===== src/rtl/r2mdc_stage_ctrl.sv =====
// r2mdc_stage_ctrl: per-stage R2MDC FFT sequencer (twiddle addressing, valid pipe, delay-line/commutator control, flush).
// Define R2MDC_CTRL_ERR_EN to enable the sticky frame-sync error flag on err.
module r2mdc_stage_ctrl #(
  parameter int N     = 16,
  parameter int STAGE = 0,
  parameter int AW    = 3
) (
  input  logic          clk,
  input  logic          rst_n,
  input  logic          in_valid,
  input  logic          in_sof,
  input  logic          flush_req,
  output logic [AW-1:0] tw_addr,
  output logic          tw_req,
  output logic          bf_valid,
  output logic          dl_shift,
  output logic          sw_sel,
  output logic          busy,
  output logic          err
);

  localparam int D    = N >> (STAGE + 1);
  localparam int HALF = D / 2;
  localparam int MW   = (D >= 2) ? $clog2(D) : 1;
  localparam int FW   = (HALF >= 2) ? $clog2(HALF) : 1;
  localparam logic [AW-1:0] KLAST = AW'(N / 2 - 1);
  localparam logic [AW-1:0] DMASK = AW'(D - 1);
  localparam logic [FW-1:0] FLAST = FW'((HALF > 0) ? HALF - 1 : 0);

  typedef enum logic [1:0] {S_IDLE, S_RUN, S_WAIT, S_FLUSH} state_e;

  state_e        state_q, state_d;
  logic [AW-1:0] k_q, kc;
  logic          accept, wrap;
  logic [FW-1:0] fcnt_q, fcnt_d;
  logic          v1_q, sof1_q, bfv_q, sof2_q;
  logic [AW-1:0] tw_addr_q;
  logic          tw_req_q;
  logic [MW-1:0] m_q, m_d;
  logic          sof_at_dp;

  // NOTE: sequential state uses non-blocking assignments; reset is sampled on the clock edge only.
  always_ff @(posedge clk) begin
    if (!rst_n) state_q <= S_IDLE;
    else        state_q <= state_d;
  end

  // NOTE: every comb output gets a default first so no latch is inferred.
  always_comb begin
    state_d = state_q;
    accept  = 1'b0;
    kc      = in_sof ? '0 : k_q;
    wrap    = (kc == KLAST);
    fcnt_d  = (state_q == S_FLUSH) ? fcnt_q + 1'b1 : '0;
    unique case (state_q)
      S_IDLE: begin
        if (in_valid && in_sof) begin
          accept  = 1'b1;
          state_d = S_RUN;
        end
      end
      S_RUN: begin
        if (in_valid) begin
          accept = 1'b1;
          if (wrap) state_d = S_WAIT;
        end
      end
      S_WAIT: begin
        // A new frame takes priority over a simultaneous flush request.
        if (in_valid && in_sof) begin
          accept  = 1'b1;
          state_d = S_RUN;
        end else if (flush_req) begin
          state_d = (HALF == 0) ? S_IDLE : S_FLUSH;
        end
      end
      S_FLUSH: begin
        if (fcnt_q == FLAST) state_d = S_IDLE;
      end
      default: state_d = S_IDLE;
    endcase
  end

  always_comb begin
    sof_at_dp = bfv_q && sof2_q;
    dl_shift  = bfv_q || (state_q == S_FLUSH);
    // The output counter restarts when the frame's first pair reaches the datapath, not when it is accepted.
    if (dl_shift) m_d = sof_at_dp ? MW'(1) : m_q + 1'b1;
    else          m_d = m_q;
    sw_sel    = (D >= 2) && !sof_at_dp && m_q[MW-1];
    // A back-to-back frame start in WAIT counts as busy so busy has no gap between frames.
    busy      = (state_q == S_RUN) || (state_q == S_FLUSH) ||
                ((state_q == S_WAIT) && in_valid && in_sof);
  end

  always_ff @(posedge clk) begin
    if (!rst_n) begin
      k_q       <= '0;
      fcnt_q    <= '0;
      v1_q      <= 1'b0;
      sof1_q    <= 1'b0;
      bfv_q     <= 1'b0;
      sof2_q    <= 1'b0;
      tw_req_q  <= 1'b0;
      tw_addr_q <= '0;
      m_q       <= '0;
    end else begin
      if (accept) begin
        k_q       <= wrap ? '0 : kc + 1'b1;
        tw_addr_q <= AW'((kc & DMASK) << STAGE);
      end
      fcnt_q   <= fcnt_d;
      tw_req_q <= accept;
      v1_q     <= accept;
      sof1_q   <= accept && in_sof;
      bfv_q    <= v1_q;
      sof2_q   <= sof1_q;
      m_q      <= m_d;
    end
  end

  assign tw_addr  = tw_addr_q;
  assign tw_req   = tw_req_q;
  assign bf_valid = bfv_q;

`ifdef R2MDC_CTRL_ERR_EN
  logic err_q;
  always_ff @(posedge clk) begin
    if (!rst_n)                                                      err_q <= 1'b0;
    else if ((state_q == S_RUN) && in_valid && in_sof && (k_q != '0)) err_q <= 1'b1;
  end
  assign err = err_q;
`else
  assign err = 1'b0;
`endif

endmodule


===== config.mk =====
export PLATFORM = sky130hd
export DESIGN_NAME = r2mdc_stage_ctrl
export DESIGN_NICKNAME = d
export VERILOG_FILES = /design/src/rtl/r2mdc_stage_ctrl.sv
export SDC_FILE = /design/constraint.sdc
export NUM_CORES = 1
export LEC_CHECK = 0
export ABC_AREA = 1
export CAP_MARGIN = 20
export CORE_UTILIZATION = 35
export CTS_CLUSTER_DIAMETER = 40
export DETAILED_ROUTE_END_ITERATION = 10
export PLACE_DENSITY_LB_ADDON = 0.12
export SYNTH_ARGS = -nofsm -noshare
export SYNTH_HDL_FRONTEND = slang
export SYNTH_SLANG_ARGS = --single-unit
export TNS_END_PERCENT = 20

===== constraint.sdc =====
create_clock -name clk -period 1.7 [get_ports clk]
set_input_delay 0.51 -clock clk [delete_from_list [all_inputs] [get_ports clk]]
set_output_delay 0.51 -clock clk [all_outputs]
set_load 0.05 [all_outputs]

### Yosys cells after proc, flatten, opt, wreduce, memory -nomap -nowiden

Cells that the tools add are included.

* output and inout port bits: 9
* word-level logic and storage cells: 49
* register bits: 17
* input port bits: 5

* muxes and demuxes: 13
* reductions and logical operators: 14
* add/subtract/negate cells: 3
* equality and inequality tests: 10

Operator list (count)
* $mux 2: 6
* $mux 3: 3
* $ne 2x2->1 const B: 4
* $pmux 2 s4: 1
* $add 3x1->3 const B: 2
* $eq 2x2->1 const B: 3
* $logic_and 1x1->1: 6
* $reduce_and 5->1: 1
* $eq 3x3->1 const B: 1
* $logic_or 1x1->1: 3
* $ne 3x3->1 const B: 1
* $add 2x1->2 const B: 1
* $eq 2x1->1 const B: 1
* $logic_not 2->1: 1
* $mux 1: 2
* $pmux 1 s2: 1
* $reduce_and 2->1: 1
* $reduce_or 2->1: 1
* $logic_not 1->1: 1

### Logic depth before layout (Yosys ltp)

* depth in word-level cells: 5
* gate-level depth with buffers: 9
* depth with buffers taken out: 9

### Worst setup path before layout

OpenSTA, ideal clock, no wires.

* path type: input-to-output
* start point: input in_sof
* end point: output busy
* path slack: -459 ps
* path buffers: 0
* required time: 1190 ps
* stages on the path: 2
* arrival: 1649 ps
* cell sequence: nand2_1 > o21ai_0

* longest elaborated chain between the ends: 2

RTL lines
* start, declared: line 11 `input logic in_sof,`
* $logic_and 1x1->1: line 93 `((state_q == S_WAIT) && in_valid && in_sof);`
* $logic_or 1x1->1: line 92 `busy = (state_q == S_RUN) || (state_q == S_FLUSH) ||`
* end, declared: line 18 `output logic busy,`

Every way passes these cells.

### Worst setup path in the final report

Same ends and word-level chain as after synthesis.

==> summary.txt <==
Outcome
  – Status: completed

CTS
  – Clk Latency, worst-skew pair: about 0.28 ns
  – CTS root buf: clkbuf_4
  – Max Buffers Root-to-Sink: 2
  – CTS tree: built
  – Total CTS buffers: 3
  – Worst-path clk slew: about 0.1 ns
  – CTS Sinks: 17
  – Htree depth: 1

Cells and area
  – Nets: roughly 120
  – Fin area: between 0.001 and 0.0015 mm2
  – Layout cells sized above 1: 0.2857
  – Post-Route Utilization: 0.5691
  – Antenna cells: 0
  – Layout area overhead: 44.75%
  – Sequential standard cell area: around 340 um2
  – Multi-input combinational cell area: around 310 um2
  – Layout filler cell count: 190

Hold path
  – Hold depth: 2
  – Min-Delay Path Class: reg -> reg
  – Hold EP: sof2_q$_SDFF_PN0_
  – Hold path start: sof1_q$_SDFF_PN0_

Setup path
  – Cell family with most CP delay: buffers and inverters
  – Endpoint type of the worst setup path: output pin
  – Critical path's largest stage delay: approximately 0.22 ns
  – Worst R2R Start: k_q[0]$_SDFFE_PN0P_
  – R2R Setup Slk: 0.44 ns
  – Buf+Inv Stages, Crit Path: 2
  – Crit-path cells: clkdlybuf4s15_2, nand2_2, o21ai_2, buf_12
  – Slowest CP cell: clkdlybuf4s15_2
  – Worst Path Max Fanout: 5
  – R2r endpoint: state_q[1]$_SDFFE_PN0P_
  – Setup CP Type: in -> out
  – Required time worst endpoint: 1.19 ns
  – Reg2Reg Depth: 9
  – Critical Path Source Type: input pin
  – Crit path DAT: 1.14 ns

Power and ir drop
  – VDD IR max: between 0.5 and 0.6 mV
  – Sequential power share: 0.542
  – Clock power frac: 0.267
  – Overall Power: 0.7895 mW
  – Pwr Density: approximately 760 mW/mm2
  – Lkg Pwr: roughly 0.47 nW
  – Comb pwr share: 0.191
  – Sw Pwr: 0.2170 mW
  – Switching Share: 0.2749
  – Internal cell power: roughly 0.57 mW

Synthesis
  – Cells after Synth: 89
  – Synth Net Count: 98
  – Mapped Area: just over 700 um2
  – Syn_area_per_cell: between 8 and 9 um2
  – Yosys reg bits: 17
  – Synth Warn #: 0
  – Post-synth cell types: 22
  – Sequential area share after synthesis: 0.4755

Route
  – Residual DRC: 0
  – Antenna Nets Post-Route: 0
  – Final WL: 1.286 mm
  – Pre-antenna DRT Iters: 2
  – Total number of vias: 623
  – Vias/cell: between 4 and 5
  – Detailed Route Iter0 Violations: 2
  – Avg WL per Cell: roughly 9.4 um

Floorplanning
  – Die Height: between 40 and 50 um
  – Die W: 47.22 um
  – # rows: 15
  – Initial core utilization: 0.3931
  – Core area: 0.001821 mm2
  – Die area: roughly 0.0022 mm2
  – I/O pins: 14

STA
  – Final-report hold violation count: 0
  – Tmin final: 1.646 ns
  – Final Skew: between 0.007 and 0.008 ns
  – Fin crit share: 0.9681
  – Fmax: ~600 MHz
  – Pins Over Slew Limit: 0
  – Setup TNS: 0 ns
  – Setup repair after global routing missed its margin: false
  – # setup viols final: 0

Place
  – Port bufs: 12
  – DP HPWL: roughly 1.0 mm
  – Placed cell area: approximately 0.001 mm2
  – GPL Wtd Cong: 0.7888

Job
  – Max-cap viol count: 0

GRT
  – Largest net degree at the start of global routing: 13
  – Vias in the first global route: around 530
  – First-pass GRT wire length: ~2.2 mm
  – Remaining global-route overflow: 0
  – Initial antenna violation count: 0
  – GRT Total Usage: 0.1388
-- power by group through the flow --
stage          combinational (mW)  clock [mW]  sequential [mW]
2_1_floorplan              0.0639           0            0.452
3_3_place_gp                0.151           0            0.436
3_5_place_dp                0.153           0            0.436
4_1_cts                     0.153       0.220            0.427
5_1_grt                     0.165       0.231            0.430
6_report                    0.151       0.211            0.428
-- placed cells by master, fill, tap and decap left out --
cell	count
a21oi_1	9
a31oi_1	1
and2_1	1
buf_12	8
buf_4	10
clkbuf_4	3
clkdlybuf4s15_2	1
clkdlybuf4s50_1	2
clkinv_2	1
conb_1	1
dfxtp_1	14
dfxtp_2	3
dlygate4sd2_1	1
ha_1	4
inv_1	12
inv_2	1
nand2_1	12
nand2_2	3
nand3_1	4
nand3_2	1
nand4_1	2
nor2_1	7
nor3_1	3
nor3b_1	1
o21ai_0	3
o21ai_1	2
o21ai_2	1
xor2_1	1
-- sequential cells by signal, indices dropped and copies added, names as in the netlist --
register,flops
sof1_q,1
tw_addr,3
sof2_q,1
bf_valid,1
fcnt_q,2
state_q,2
tw_req,1
k_q,3
m_q,3
-- per-stage QoR --
stage | instances | setup WS [ns] | hold WS (ns)
after floorplan | 89 | 0.09786 | 0.3905
after global placement | 133 | -0.2668 | 0.4084
after detailed placement | 133 | -0.2949 | 0.4052
after CTS | 137 | 0.04576 | 0.4279
after global routing | 137 | 0.01602 | 0.4668
final | 137 | 0.05429 | 0.4261
-- logic make-up (layout without fill, tap and decap cells) --
| group | Yosys count | in the layout | synth area share |
|---|---|---|---|
| AO/OA/AOI/OAI | 16 | 16 | 0.1136 |
| XOR/XNOR | 1 | 1 | 0.01224 |
| adder cells (fa/ha/maj) | 4 | 4 | 0.06993 |
| buffers and inverters | 16 | 39 | 0.1014 |
| flip-flops | 17 | 17 | 0.4755 |
| other | 1 | 1 | 0.005240 |
| AND/OR/NAND/NOR | 34 | 34 | 0.2220 |
-- area by class of cell --
cell class / instances / area share
sequential: 17 / 0.3321
inverter: 13 / 0.04710
timing repair buffer: 22 / 0.2657
tap: 25 / 0.03019
clock buffer: 3 / 0.02174
clock inverter: 1 / 0.004831
multi-input combinational: 56 / 0.2983
-- cell usage after synthesis, drive strengths merged --
cell   instances  area [um2]
dfxtp         17       340.3
a31oi          1       6.260
a21oi          9       45.04
nand4          2       12.51
buf            3       23.77
nor2           7       26.28
and2           1       6.260
nand3          5       30.03
nand2         15       61.31
o21ai          6       30.03
ha             4       50.05
xor2           1       8.760
nor3b          1       7.510
nor3           3       15.01
conb           1       3.750
inv           13       48.79
-- metal layers --
metal,routed length [um],GRT usage,vias to the layer above
met5,0,0,-
met4,10,0.06857,0
met3,38,0.02308,2
met2,585,0.1945,6
met1,651,0.2033,279
li1,-,-,336
-- repair_timing --
item / 4_1_cts / 5_1_grt
resized for setup: 5 / 3
endpoints found under the setup margin: 1 / 3
pin swaps: 1 / 0
hold buffers: 0 / 0
setup buffers: 0 / 0
-- worst reg2reg max path, stage by stage, from the launching register on --
cell     delay, ns
dfxtp_1       0.31
inv_1         0.06
nor2_1        0.06
ha_1          0.20
ha_1          0.19
nand2_1       0.07
nand3_1       0.09
nand3_1       0.08
nand2_1       0.05
a21oi_1       0.11
-- worst max path at each step --
stage	startpoint	slack, ns	endpoint	cells past startpoint
floorplan	bf_valid$_SDFF_PN0_	0.1	sw_sel	2
global placement	in_sof	-0.27	state_q[1]$_SDFFE_PN0P_	9
detailed placement	in_sof	-0.29	state_q[1]$_SDFFE_PN0P_	9
CTS	bf_valid$_SDFF_PN0_	0.05	sw_sel	3
global route	in_sof	0.02	busy	4
finish	in_sof	0.05	busy	4
Power figures use the tool's default switching activity.
